==> src/rtl/lsu_pkg.sv <==
// Shared types, codes and decode helpers for the load/store unit.
package lsu_pkg;

   // RISC-V funct3 size/sign codes
   localparam logic [2:0] F3_B  = 3'b000;
   localparam logic [2:0] F3_H  = 3'b001;
   localparam logic [2:0] F3_W  = 3'b010;
   localparam logic [2:0] F3_D  = 3'b011;
   localparam logic [2:0] F3_BU = 3'b100;
   localparam logic [2:0] F3_HU = 3'b101;
   localparam logic [2:0] F3_WU = 3'b110;

   // Access size, equal to funct3[1:0]; funct3[2] is the unsigned flag
   localparam logic [1:0] SZ_B = 2'd0;
   localparam logic [1:0] SZ_H = 2'd1;
   localparam logic [1:0] SZ_W = 2'd2;
   localparam logic [1:0] SZ_D = 2'd3;

   // Response error codes
   localparam logic [1:0] ERR_OK       = 2'b00;
   localparam logic [1:0] ERR_MISALIGN = 2'b01;
   localparam logic [1:0] ERR_ILLEGAL  = 2'b10;
   localparam logic [1:0] ERR_TIMEOUT  = 2'b11;

   typedef enum logic [1:0] {IDLE, ACCESS, RESP} state_e;

   // Illegal funct3: 111 always, D/WU without 64-bit data, unsigned codes on stores
   function automatic logic f3_is_illegal(input logic [2:0] f3, input logic we, input int xlen);
      logic bad;
      case (f3)
         F3_B, F3_H, F3_W: bad = 1'b0;
         F3_BU, F3_HU:     bad = we;
         F3_D:             bad = (xlen != 64);
         F3_WU:            bad = we || (xlen != 64);
         default:          bad = 1'b1;
      endcase
      return bad;
   endfunction

   // Natural-alignment check on the low effective-address bits
   function automatic logic is_misaligned(input logic [1:0] size, input logic [2:0] ea_lo);
      logic mis;
      case (size)
         SZ_H:    mis = ea_lo[0];
         SZ_W:    mis = (ea_lo[1:0] != 2'b00);
         SZ_D:    mis = (ea_lo != 3'b000);
         default: mis = 1'b0;
      endcase
      return mis;
   endfunction

endpackage

==> src/rtl/lsu_if.sv <==
// Core request, memory and response signals of the load/store unit.
interface lsu_if #(parameter int XLEN = 32);
   localparam int BE_W = XLEN / 8;

   logic            req_valid;
   logic            req_ready;
   logic            req_we;
   logic [2:0]      req_funct3;
   logic [XLEN-1:0] req_base;
   logic [XLEN-1:0] req_offset;
   logic [XLEN-1:0] req_wdata;
   logic [4:0]      req_rd;
   logic            mem_req;
   logic            mem_we;
   logic [XLEN-1:0] mem_addr;
   logic [BE_W-1:0] mem_be;
   logic [XLEN-1:0] mem_wdata;
   logic            mem_ack;
   logic [XLEN-1:0] mem_rdata;
   logic            rsp_valid;
   logic            rsp_ready;
   logic [XLEN-1:0] rsp_data;
   logic [4:0]      rsp_rd;
   logic [1:0]      rsp_err;

   // The unit itself
   modport slave (
      input  req_valid, req_we, req_funct3, req_base, req_offset, req_wdata, req_rd,
             mem_ack, mem_rdata, rsp_ready,
      output req_ready, mem_req, mem_we, mem_addr, mem_be, mem_wdata,
             rsp_valid, rsp_data, rsp_rd, rsp_err
   );

   // Core plus memory environment driving the unit
   modport master (
      output req_valid, req_we, req_funct3, req_base, req_offset, req_wdata, req_rd,
             mem_ack, mem_rdata, rsp_ready,
      input  req_ready, mem_req, mem_we, mem_addr, mem_be, mem_wdata,
             rsp_valid, rsp_data, rsp_rd, rsp_err
   );
endinterface

==> src/rtl/lsu_lane_align.sv <==
// Byte-lane steering: store byte enables/data and load extraction/extension.
module lsu_lane_align
   import lsu_pkg::*;
#(
   parameter int XLEN  = 32,
   parameter int BE_W  = XLEN / 8,
   parameter int OFF_W = $clog2(BE_W)
) (
   input  logic [1:0]       size,
   input  logic             is_unsigned,
   input  logic [OFF_W-1:0] off,
   input  logic [XLEN-1:0]  wdata,
   input  logic [XLEN-1:0]  rdata,
   output logic [BE_W-1:0]  be,
   output logic [XLEN-1:0]  wdata_lane,
   output logic [XLEN-1:0]  rdata_ext
);
   logic [XLEN-1:0] shifted_s;

   // Byte enables and lane-shifted store data
   always_comb begin
      be         = {BE_W{1'b1}};
      wdata_lane = wdata << {off, 3'b000};
      case (size)
         SZ_B:    be = BE_W'(1'b1) << off;
         SZ_H:    be = BE_W'(2'b11) << off;
         SZ_W:    be = BE_W'(4'hF) << off;
         default: be = {BE_W{1'b1}};
      endcase
   end

   // Load data: bring the addressed lane down, then sign- or zero-extend
   always_comb begin
      shifted_s = rdata >> {off, 3'b000};
      rdata_ext = shifted_s;
      case (size)
         SZ_B:    rdata_ext = is_unsigned ? XLEN'(shifted_s[7:0])  : XLEN'($signed(shifted_s[7:0]));
         SZ_H:    rdata_ext = is_unsigned ? XLEN'(shifted_s[15:0]) : XLEN'($signed(shifted_s[15:0]));
         SZ_W:    rdata_ext = is_unsigned ? XLEN'(shifted_s[31:0]) : XLEN'($signed(shifted_s[31:0]));
         default: rdata_ext = shifted_s;
      endcase
   end
endmodule

==> src/rtl/load_store_unit.sv <==
// Multi-cycle load/store unit: decode, memory handshake with timeout, held response.
module load_store_unit
   import lsu_pkg::*;
#(
   parameter int XLEN    = 32,
   parameter int TIMEOUT = 16
) (
   input logic clk,
   input logic rst,
   lsu_if.slave bus
);
   localparam int BE_W  = XLEN / 8;
   localparam int OFF_W = $clog2(BE_W);
   localparam int CNT_W = (TIMEOUT > 1) ? $clog2(TIMEOUT) : 1;

   if (XLEN != 32 && XLEN != 64) begin : g_bad_xlen
      $error("load_store_unit: XLEN must be 32 or 64");
   end
   if (TIMEOUT < 1) begin : g_bad_timeout
      $error("load_store_unit: TIMEOUT must be at least 1");
   end

   state_e           state_r, nxt_state_s;
   logic [CNT_W-1:0] cnt_r, nxt_cnt_s;
   logic [4:0]       rd_r, nxt_rd_s;
   logic             we_r, nxt_we_s;
   logic [1:0]       size_r, nxt_size_s;
   logic             uns_r, nxt_uns_s;
   logic [OFF_W-1:0] off_r, nxt_off_s;
   logic             mem_req_r, nxt_mem_req_s;
   logic             mem_we_r, nxt_mem_we_s;
   logic [XLEN-1:0]  mem_addr_r, nxt_mem_addr_s;
   logic [BE_W-1:0]  mem_be_r, nxt_mem_be_s;
   logic [XLEN-1:0]  mem_wdata_r, nxt_mem_wdata_s;
   logic             rsp_valid_r, nxt_rsp_valid_s;
   logic [XLEN-1:0]  rsp_data_r, nxt_rsp_data_s;
   logic [4:0]       rsp_rd_r, nxt_rsp_rd_s;
   logic [1:0]       rsp_err_r, nxt_rsp_err_s;

   logic [XLEN-1:0]  ea_s;
   logic             illegal_s, misalign_s;
   logic [1:0]       al_size_s;
   logic             al_uns_s;
   logic [OFF_W-1:0] al_off_s;
   logic [BE_W-1:0]  al_be_s;
   logic [XLEN-1:0]  al_wdata_s, al_rdata_s;

   // Request decode; the aligner sees the live request in IDLE and the latched one otherwise
   always_comb begin
      ea_s       = bus.req_base + bus.req_offset;
      illegal_s  = f3_is_illegal(bus.req_funct3, bus.req_we, XLEN);
      misalign_s = is_misaligned(bus.req_funct3[1:0], ea_s[2:0]);
      if (state_r == IDLE) begin
         al_size_s = bus.req_funct3[1:0];
         al_uns_s  = bus.req_funct3[2];
         al_off_s  = ea_s[OFF_W-1:0];
      end else begin
         al_size_s = size_r;
         al_uns_s  = uns_r;
         al_off_s  = off_r;
      end
   end

   lsu_lane_align #(.XLEN(XLEN)) u_align (
      .size        (al_size_s),
      .is_unsigned (al_uns_s),
      .off         (al_off_s),
      .wdata       (bus.req_wdata),
      .rdata       (bus.mem_rdata),
      .be          (al_be_s),
      .wdata_lane  (al_wdata_s),
      .rdata_ext   (al_rdata_s)
   );

   // Next-state and next registered-output logic
   always_comb begin
      nxt_state_s     = state_r;
      nxt_cnt_s       = cnt_r;
      nxt_rd_s        = rd_r;
      nxt_we_s        = we_r;
      nxt_size_s      = size_r;
      nxt_uns_s       = uns_r;
      nxt_off_s       = off_r;
      nxt_mem_req_s   = mem_req_r;
      nxt_mem_we_s    = mem_we_r;
      nxt_mem_addr_s  = mem_addr_r;
      nxt_mem_be_s    = mem_be_r;
      nxt_mem_wdata_s = mem_wdata_r;
      nxt_rsp_valid_s = rsp_valid_r;
      nxt_rsp_data_s  = rsp_data_r;
      nxt_rsp_rd_s    = rsp_rd_r;
      nxt_rsp_err_s   = rsp_err_r;
      case (state_r)
         IDLE: begin
            if (bus.req_valid) begin
               nxt_rd_s   = bus.req_rd;
               nxt_we_s   = bus.req_we;
               nxt_size_s = bus.req_funct3[1:0];
               nxt_uns_s  = bus.req_funct3[2];
               nxt_off_s  = ea_s[OFF_W-1:0];
               if (illegal_s || misalign_s) begin
                  // Illegal funct3 outranks misalignment; no memory access is made
                  nxt_state_s     = RESP;
                  nxt_rsp_valid_s = 1'b1;
                  nxt_rsp_data_s  = {XLEN{1'b0}};
                  nxt_rsp_rd_s    = bus.req_rd;
                  nxt_rsp_err_s   = illegal_s ? ERR_ILLEGAL : ERR_MISALIGN;
               end else begin
                  nxt_state_s     = ACCESS;
                  nxt_cnt_s       = {CNT_W{1'b0}};
                  nxt_mem_req_s   = 1'b1;
                  nxt_mem_we_s    = bus.req_we;
                  nxt_mem_addr_s  = {ea_s[XLEN-1:OFF_W], {OFF_W{1'b0}}};
                  nxt_mem_be_s    = al_be_s;
                  nxt_mem_wdata_s = al_wdata_s;
               end
            end else begin
               nxt_state_s = IDLE;
            end
         end
         ACCESS: begin
            if (bus.mem_ack) begin
               nxt_state_s     = RESP;
               nxt_mem_req_s   = 1'b0;
               nxt_rsp_valid_s = 1'b1;
               nxt_rsp_data_s  = we_r ? {XLEN{1'b0}} : al_rdata_s;
               nxt_rsp_rd_s    = rd_r;
               nxt_rsp_err_s   = ERR_OK;
            end else if (cnt_r == CNT_W'(TIMEOUT - 1)) begin
               nxt_state_s     = RESP;
               nxt_mem_req_s   = 1'b0;
               nxt_rsp_valid_s = 1'b1;
               nxt_rsp_data_s  = {XLEN{1'b0}};
               nxt_rsp_rd_s    = rd_r;
               nxt_rsp_err_s   = ERR_TIMEOUT;
            end else begin
               nxt_cnt_s = cnt_r + CNT_W'(1);
            end
         end
         RESP: begin
            if (bus.rsp_ready) begin
               nxt_state_s     = IDLE;
               nxt_rsp_valid_s = 1'b0;
            end else begin
               nxt_state_s = RESP;
            end
         end
         default: begin
            nxt_state_s     = IDLE;
            nxt_mem_req_s   = 1'b0;
            nxt_rsp_valid_s = 1'b0;
         end
      endcase
   end

   // State and output registers with synchronous active-low reset
   always_ff @(posedge clk) begin
      if (!rst) begin
         state_r     <= IDLE;
         cnt_r       <= {CNT_W{1'b0}};
         rd_r        <= 5'd0;
         we_r        <= 1'b0;
         size_r      <= 2'd0;
         uns_r       <= 1'b0;
         off_r       <= {OFF_W{1'b0}};
         mem_req_r   <= 1'b0;
         mem_we_r    <= 1'b0;
         mem_addr_r  <= {XLEN{1'b0}};
         mem_be_r    <= {BE_W{1'b0}};
         mem_wdata_r <= {XLEN{1'b0}};
         rsp_valid_r <= 1'b0;
         rsp_data_r  <= {XLEN{1'b0}};
         rsp_rd_r    <= 5'd0;
         rsp_err_r   <= 2'b00;
      end else begin
         state_r     <= nxt_state_s;
         cnt_r       <= nxt_cnt_s;
         rd_r        <= nxt_rd_s;
         we_r        <= nxt_we_s;
         size_r      <= nxt_size_s;
         uns_r       <= nxt_uns_s;
         off_r       <= nxt_off_s;
         mem_req_r   <= nxt_mem_req_s;
         mem_we_r    <= nxt_mem_we_s;
         mem_addr_r  <= nxt_mem_addr_s;
         mem_be_r    <= nxt_mem_be_s;
         mem_wdata_r <= nxt_mem_wdata_s;
         rsp_valid_r <= nxt_rsp_valid_s;
         rsp_data_r  <= nxt_rsp_data_s;
         rsp_rd_r    <= nxt_rsp_rd_s;
         rsp_err_r   <= nxt_rsp_err_s;
      end
   end

   assign bus.req_ready = rst && (state_r == IDLE);
   assign bus.mem_req   = mem_req_r;
   assign bus.mem_we    = mem_we_r;
   assign bus.mem_addr  = mem_addr_r;
   assign bus.mem_be    = mem_be_r;
   assign bus.mem_wdata = mem_wdata_r;
   assign bus.rsp_valid = rsp_valid_r;
   assign bus.rsp_data  = rsp_data_r;
   assign bus.rsp_rd    = rsp_rd_r;
   assign bus.rsp_err   = rsp_err_r;
endmodule

==> src/flat_wrapper.sv <==
// flat-port wrapper written by rule: the top's interface ports become plain ports
module load_store_unit_flat import lsu_pkg::*;
#(
   parameter int XLEN    = 32,
   parameter int TIMEOUT = 16
)
  (clk, rst, bus_req_valid, bus_req_we, bus_req_funct3, bus_req_base, bus_req_offset, bus_req_wdata, bus_req_rd, bus_mem_ack, bus_mem_rdata, bus_rsp_ready, bus_req_ready, bus_mem_req, bus_mem_we, bus_mem_addr, bus_mem_be, bus_mem_wdata, bus_rsp_valid, bus_rsp_data, bus_rsp_rd, bus_rsp_err);
  lsu_if #(.XLEN(XLEN)) bus_i ();
  input logic clk;
  input logic rst;
  input wire logic [$bits(bus_i.req_valid)-1:0] bus_req_valid;
  input wire logic [$bits(bus_i.req_we)-1:0] bus_req_we;
  input wire logic [$bits(bus_i.req_funct3)-1:0] bus_req_funct3;
  input wire logic [$bits(bus_i.req_base)-1:0] bus_req_base;
  input wire logic [$bits(bus_i.req_offset)-1:0] bus_req_offset;
  input wire logic [$bits(bus_i.req_wdata)-1:0] bus_req_wdata;
  input wire logic [$bits(bus_i.req_rd)-1:0] bus_req_rd;
  input wire logic [$bits(bus_i.mem_ack)-1:0] bus_mem_ack;
  input wire logic [$bits(bus_i.mem_rdata)-1:0] bus_mem_rdata;
  input wire logic [$bits(bus_i.rsp_ready)-1:0] bus_rsp_ready;
  output wire logic [$bits(bus_i.req_ready)-1:0] bus_req_ready;
  output wire logic [$bits(bus_i.mem_req)-1:0] bus_mem_req;
  output wire logic [$bits(bus_i.mem_we)-1:0] bus_mem_we;
  output wire logic [$bits(bus_i.mem_addr)-1:0] bus_mem_addr;
  output wire logic [$bits(bus_i.mem_be)-1:0] bus_mem_be;
  output wire logic [$bits(bus_i.mem_wdata)-1:0] bus_mem_wdata;
  output wire logic [$bits(bus_i.rsp_valid)-1:0] bus_rsp_valid;
  output wire logic [$bits(bus_i.rsp_data)-1:0] bus_rsp_data;
  output wire logic [$bits(bus_i.rsp_rd)-1:0] bus_rsp_rd;
  output wire logic [$bits(bus_i.rsp_err)-1:0] bus_rsp_err;
  assign bus_i.req_valid = bus_req_valid;
  assign bus_i.req_we = bus_req_we;
  assign bus_i.req_funct3 = bus_req_funct3;
  assign bus_i.req_base = bus_req_base;
  assign bus_i.req_offset = bus_req_offset;
  assign bus_i.req_wdata = bus_req_wdata;
  assign bus_i.req_rd = bus_req_rd;
  assign bus_i.mem_ack = bus_mem_ack;
  assign bus_i.mem_rdata = bus_mem_rdata;
  assign bus_i.rsp_ready = bus_rsp_ready;
  assign bus_req_ready = bus_i.req_ready;
  assign bus_mem_req = bus_i.mem_req;
  assign bus_mem_we = bus_i.mem_we;
  assign bus_mem_addr = bus_i.mem_addr;
  assign bus_mem_be = bus_i.mem_be;
  assign bus_mem_wdata = bus_i.mem_wdata;
  assign bus_rsp_valid = bus_i.rsp_valid;
  assign bus_rsp_data = bus_i.rsp_data;
  assign bus_rsp_rd = bus_i.rsp_rd;
  assign bus_rsp_err = bus_i.rsp_err;
  load_store_unit #(.XLEN(XLEN), .TIMEOUT(TIMEOUT)) u_core (.clk(clk), .rst(rst), .bus(bus_i));
endmodule
==> config.mk <==
export PLATFORM = sky130hd
export DESIGN_NAME = load_store_unit_flat
export DESIGN_NICKNAME = d
export VERILOG_FILES = /design/src/rtl/lsu_pkg.sv /design/src/rtl/lsu_if.sv /design/src/rtl/lsu_lane_align.sv /design/src/rtl/load_store_unit.sv /design/src/flat_wrapper.sv
export SDC_FILE = /design/constraint.sdc
export NUM_CORES = 1
export LEC_CHECK = 0
export BUFFER_PORTS_ARGS = -buffer_cell sky130_fd_sc_hd__buf_2
export CAP_MARGIN = 0
export CORE_MARGIN = 5
export CORE_UTILIZATION = 46
export CTS_CLUSTER_SIZE = 8
export DETAILED_ROUTE_END_ITERATION = 10
export HOLD_SLACK_MARGIN = 0.05
export PLACE_DENSITY = 0.73
export RECOVER_POWER = 100
export SLEW_MARGIN = 0
export SYNTH_ARGS = -nofsm -noshare
export SYNTH_HDL_FRONTEND = slang
export SYNTH_SLANG_ARGS = --single-unit
==> constraint.sdc <==
create_clock -name clk -period 2.9 [get_ports clk]
set_input_delay 0.58 -clock clk [delete_from_list [all_inputs] [get_ports clk]]
set_output_delay 0.58 -clock clk [all_outputs]
set_load 0.005 [all_outputs]
==> metrics.md <==
| Metric | Value |
|---|---|
| Result of the run | finished, final reports clean |
| Standard-cell rows | 46 |
| Peak clock frequency supported by timing | 0.369 GHz |
| Sequential cell area in the final layout | 2500 µm² |
| GRT Resource Usage Total | 24.2% |
| Startpoint-to-endpoint class of the critical path | input pin to flop |
| Share of async-settable or async-resettable flops after synthesis | 0% |
| Via count of the first global-routing pass | 7,609 |
| Worst hold-check slack | 0.432 ns |
| Wire length of the first global-routing pass | 38.9 mm |
| IO Count | 253 |
| Number of post-CTS setup repair buffers | 0 |
| Synthesis Warnings | 0 |
| Clock period minus worst slack | 2.71 ns |
| Routed length per instance | 16.6 µm |
| Htree depth | 4 |
| R2R setup slack | 0.38 ns |
| Largest cells by area after synthesis | dfxtp_1 33%, nand2_1 8.3%, ha_1 6.0%, a21oi_1 5.2%, o21ai_0 3.9% |
| Root buffer selected by CTS | clkbuf_16 |
| Layout cell share with drive strength beyond 1 | 22.5% |
| Total power divided by cell area | 584 nW/µm² |
| CP Cell Sequence | buf_2 -> ha_4 -> inv_2 -> fa_2 -> a32oi_1 -> buf_4 -> buf_4 -> nor2_4 -> clkbuf_2 -> o21ai_0 -> a21boi_0 |
| Highest fanout seen on the critical path | 28 |
| Number of enable-type register cells in the synthesized netlist | 0 |
| Number of hold violations in the final report | 0 |
| Tcrit/Tclk final | 93.4% |
| Data arrival time of the worst path | 3.04 ns |
| Die Width | 138 µm |
| Area of the multi-input gates | 4720 µm² |
| Effective utilization at floorplan | 47.2% |
| Detail Placement HPWL | 18.0 mm |
| Routability congestion estimate from global placement | 0.937 |
| Clock tree from TritonCTS | built |
| Path depth of the worst reg2reg path | 7 |
| Worst Hold Class | input pin to flop |
| Post-DR vias/cell | 5.51 |
| Kind of end point of the critical path | flop |
| Overflow after GRT | 0 |
| Worst setup path endpoint | u_core.bus.mem_wdata[24]$_SDFFE_PN0P_ |
| RSZ-0062 raised after global routing | no |
| Initial antenna violation count | 0 |
| Max Root-Sink Buffers | 2 |
| Number of buffers inserted during clock tree synthesis | 17 |
| Main flop type after synthesis | dfxtp_1 |
| Max-cap violations | 0 |
| Port Buffers | 250 |
| Startpoint class of the critical path | input pin |
| Die footprint | 19,100 µm² |
| DR pass1 iterations | 5 |
| Final Instance Count excl. Fillers | 1,445 |
| Core ar. | 16,000 µm² |
| Top cell type's share of synthesized area | 33.2% |
| Count of mapped cells out of synthesis | 970 |
| Number of synthesized register bits | 125 |
| # DRC | 0 |
| Maximum cell stage delay along the critical path | 0.61 ns |
| Height of the chip | 138 µm |
| Dominant cell by count in the synthesized netlist | nand2_1 |
| Worst path slowest cell | fa_2 |
| Max Clock Skew | 0.0112 ns |
| Leak Pwr | 4.26 nW |
| Fill cells | 1,499 |
| Later-pin clock latency in the skew report | 0.42 ns |
| Final-report setup violation count | 0 |
| Destination of the worst register-to-register timing path | u_core.bus.mem_wdata[9]$_SDFFE_PN0P_ |
| Count of distinct cell types in the synthesized netlist | 64 |
| Diode insertion count for antenna repair | 0 |
| DRC violation total after the first TritonRoute iteration | 456 |
| Netlist area before placement | 7550 µm² |
| Clk sinks | 125 |
| P&R area growth vs syn | 29.0% |
| Hold depth | 3 |
| Detailed-route via count | 7,960 |
| Critical path startpoint | bus_req_offset[0] |
| Total Power | 5.68 mW |
| Post-placement cell count | 1,413 |
| Final net count | 1,395 |
| Post_cts resized | 0 |
| Worst slew pin tran | 0.942 ns |
| Antenna viol nets, final | 0 |
| Routed WL | 23.9 mm |
| Synthesized area per cell | 7.78 µm² |
| Most frequent cell on the critical path | buf_4 |
| Pin count of the biggest net entering global routing | 58 |
| Peak VDD IR | 396 µV |
| Startpoint of the most critical register-to-register path | u_core.state_r[0]$_SDFFE_PN0N_ |
| CTS hold repair buffers | 0 |
| Sequential fraction of the synthesis area | 33.2% |
| Final Max Slew Viols | 0 |
| Synth area leader | dfxtp_1 |
| Leading post-synthesis cells by instance count | 167 x nand2_1, 125 x dfxtp_1, 78 x a21oi_1, 59 x o21ai_0, 55 x nor2_1 |
| Clock-pin slew on the worst setup and hold paths | 0.05 ns |
| Slew Limit Headroom | 37.2% |
| Data required time at the worst endpoint | 3.23 ns |
[layer usage]
metal,vias up,global-route usage (%),share of wire (%)
li1,3931,-,-
met1,3629,31.5,43
met2,352,39.4,46
met3,48,6.41,8.6
met4,0,7.70,2.2
met5,-,0,0
[power by group]
| group | internal [mW] | total [mW] | switching, mW |
|---|---|---|---|
| Sequential | 1.82 | 1.87 | 0.0585 |
| Clock | 1.59 | 2.38 | 0.792 |
| Combinational | 0.587 | 1.43 | 0.844 |
| Total | 3.99 | 5.68 | 1.70 |
[critical path, delay by kind of cell]
| family | cells | cell delay [ns] |
|---|---|---|
| adder cells (fa/ha/maj) | 2 | 0.75 |
| AO/OA/AOI/OAI | 3 | 0.57 |
| AND/OR/NAND/NOR | 1 | 0.16 |
| buffers and inverters | 5 | 0.97 |
[worst min-delay path by stage]
stage,from,to,slack [ns]
2_1_floorplan,u_core.size_r[0]$_SDFFE_PN0P_,u_core.size_r[0]$_SDFFE_PN0P_,0.44
6_report,bus_req_rd[3],u_core.rd_r[3]$_SDFFE_PN0P_,0.43
3_3_place_gp,u_core.bus.mem_addr[22]$_SDFFE_PN0P_,u_core.bus.mem_addr[22]$_SDFFE_PN0P_,0.43
3_5_place_dp,u_core.bus.mem_addr[11]$_SDFFE_PN0P_,u_core.bus.mem_addr[11]$_SDFFE_PN0P_,0.45
4_1_cts,bus_req_rd[3],u_core.rd_r[3]$_SDFFE_PN0P_,0.42
5_1_grt,bus_req_rd[3],u_core.rd_r[3]$_SDFFE_PN0P_,0.43
[cell families after synthesis]
group           after synthesis  synth area share, %
buf+inv                      88                 4.74
mux                          31                 4.21
other cells                   1               0.0497
flops                       125                 33.2
fa+ha+maj                    37                 6.23
xor+xnor                     24                 2.78
compound gates              306                 26.8
simple gates                358                 22.0
[state kept, by name, summed over array words and instances (netlist names)]
signal,cells
u_core.bus.mem_addr,30
u_core.bus.mem_be,4
u_core.bus.mem_req,1
u_core.bus.mem_wdata,32
u_core.bus.mem_we,1
u_core.bus.rsp_data,32
u_core.bus.rsp_err,2
u_core.bus.rsp_rd,5
u_core.bus.rsp_valid,1
u_core.cnt_r,4
u_core.off_r,2
u_core.rd_r,5
u_core.size_r,2
u_core.state_r,2
u_core.uns_r,1
u_core.we_r,1
[area by class of cell]
| class | count | share of cell area, % |
|---|---|---|
| clock inverter | 12 | 1.95 |
| multi-input combinational | 758 | 48.5 |
| clock buffer | 20 | 4.79 |
| inverter | 17 | 0.655 |
| sequential | 125 | 25.7 |
| tap | 216 | 2.78 |
| timing repair buffer | 297 | 15.7 |
[stage by stage]
step	instance area, µm²	setup WS, ns	utilization (%)	TNS [ns]
floorplan	7580	-0.234	-	-3.06
global placement	9290	-0.122	58.1	-1.91
detailed placement	9290	-0.208	58.1	-3.40
CTS	9950	0.222	62.2	0
global route	9740	0.0268	60.9	0
finish	9740	0.192	60.9	0
[cells in the final DEF, fill, tap and decap left out, types with 12 or more instances in the layout]
master / instances
nor2_1: 54
buf_4: 29
a21boi_0: 36
ha_1: 35
nor2b_1: 26
buf_2: 176
dfxtp_1: 125
nor3b_1: 12
a21oi_1: 78
clkbuf_16: 17
mux2i_1: 27
a22oi_1: 16
inv_1: 16
clkbuf_1: 78
nand2_1: 167
xor2_1: 13
nor3_1: 13
nand3_1: 34
a211oi_1: 13
a21o_1: 25
and2_0: 14
a31oi_1: 13
o21ai_0: 61
(Power assumes the default switching activity.)
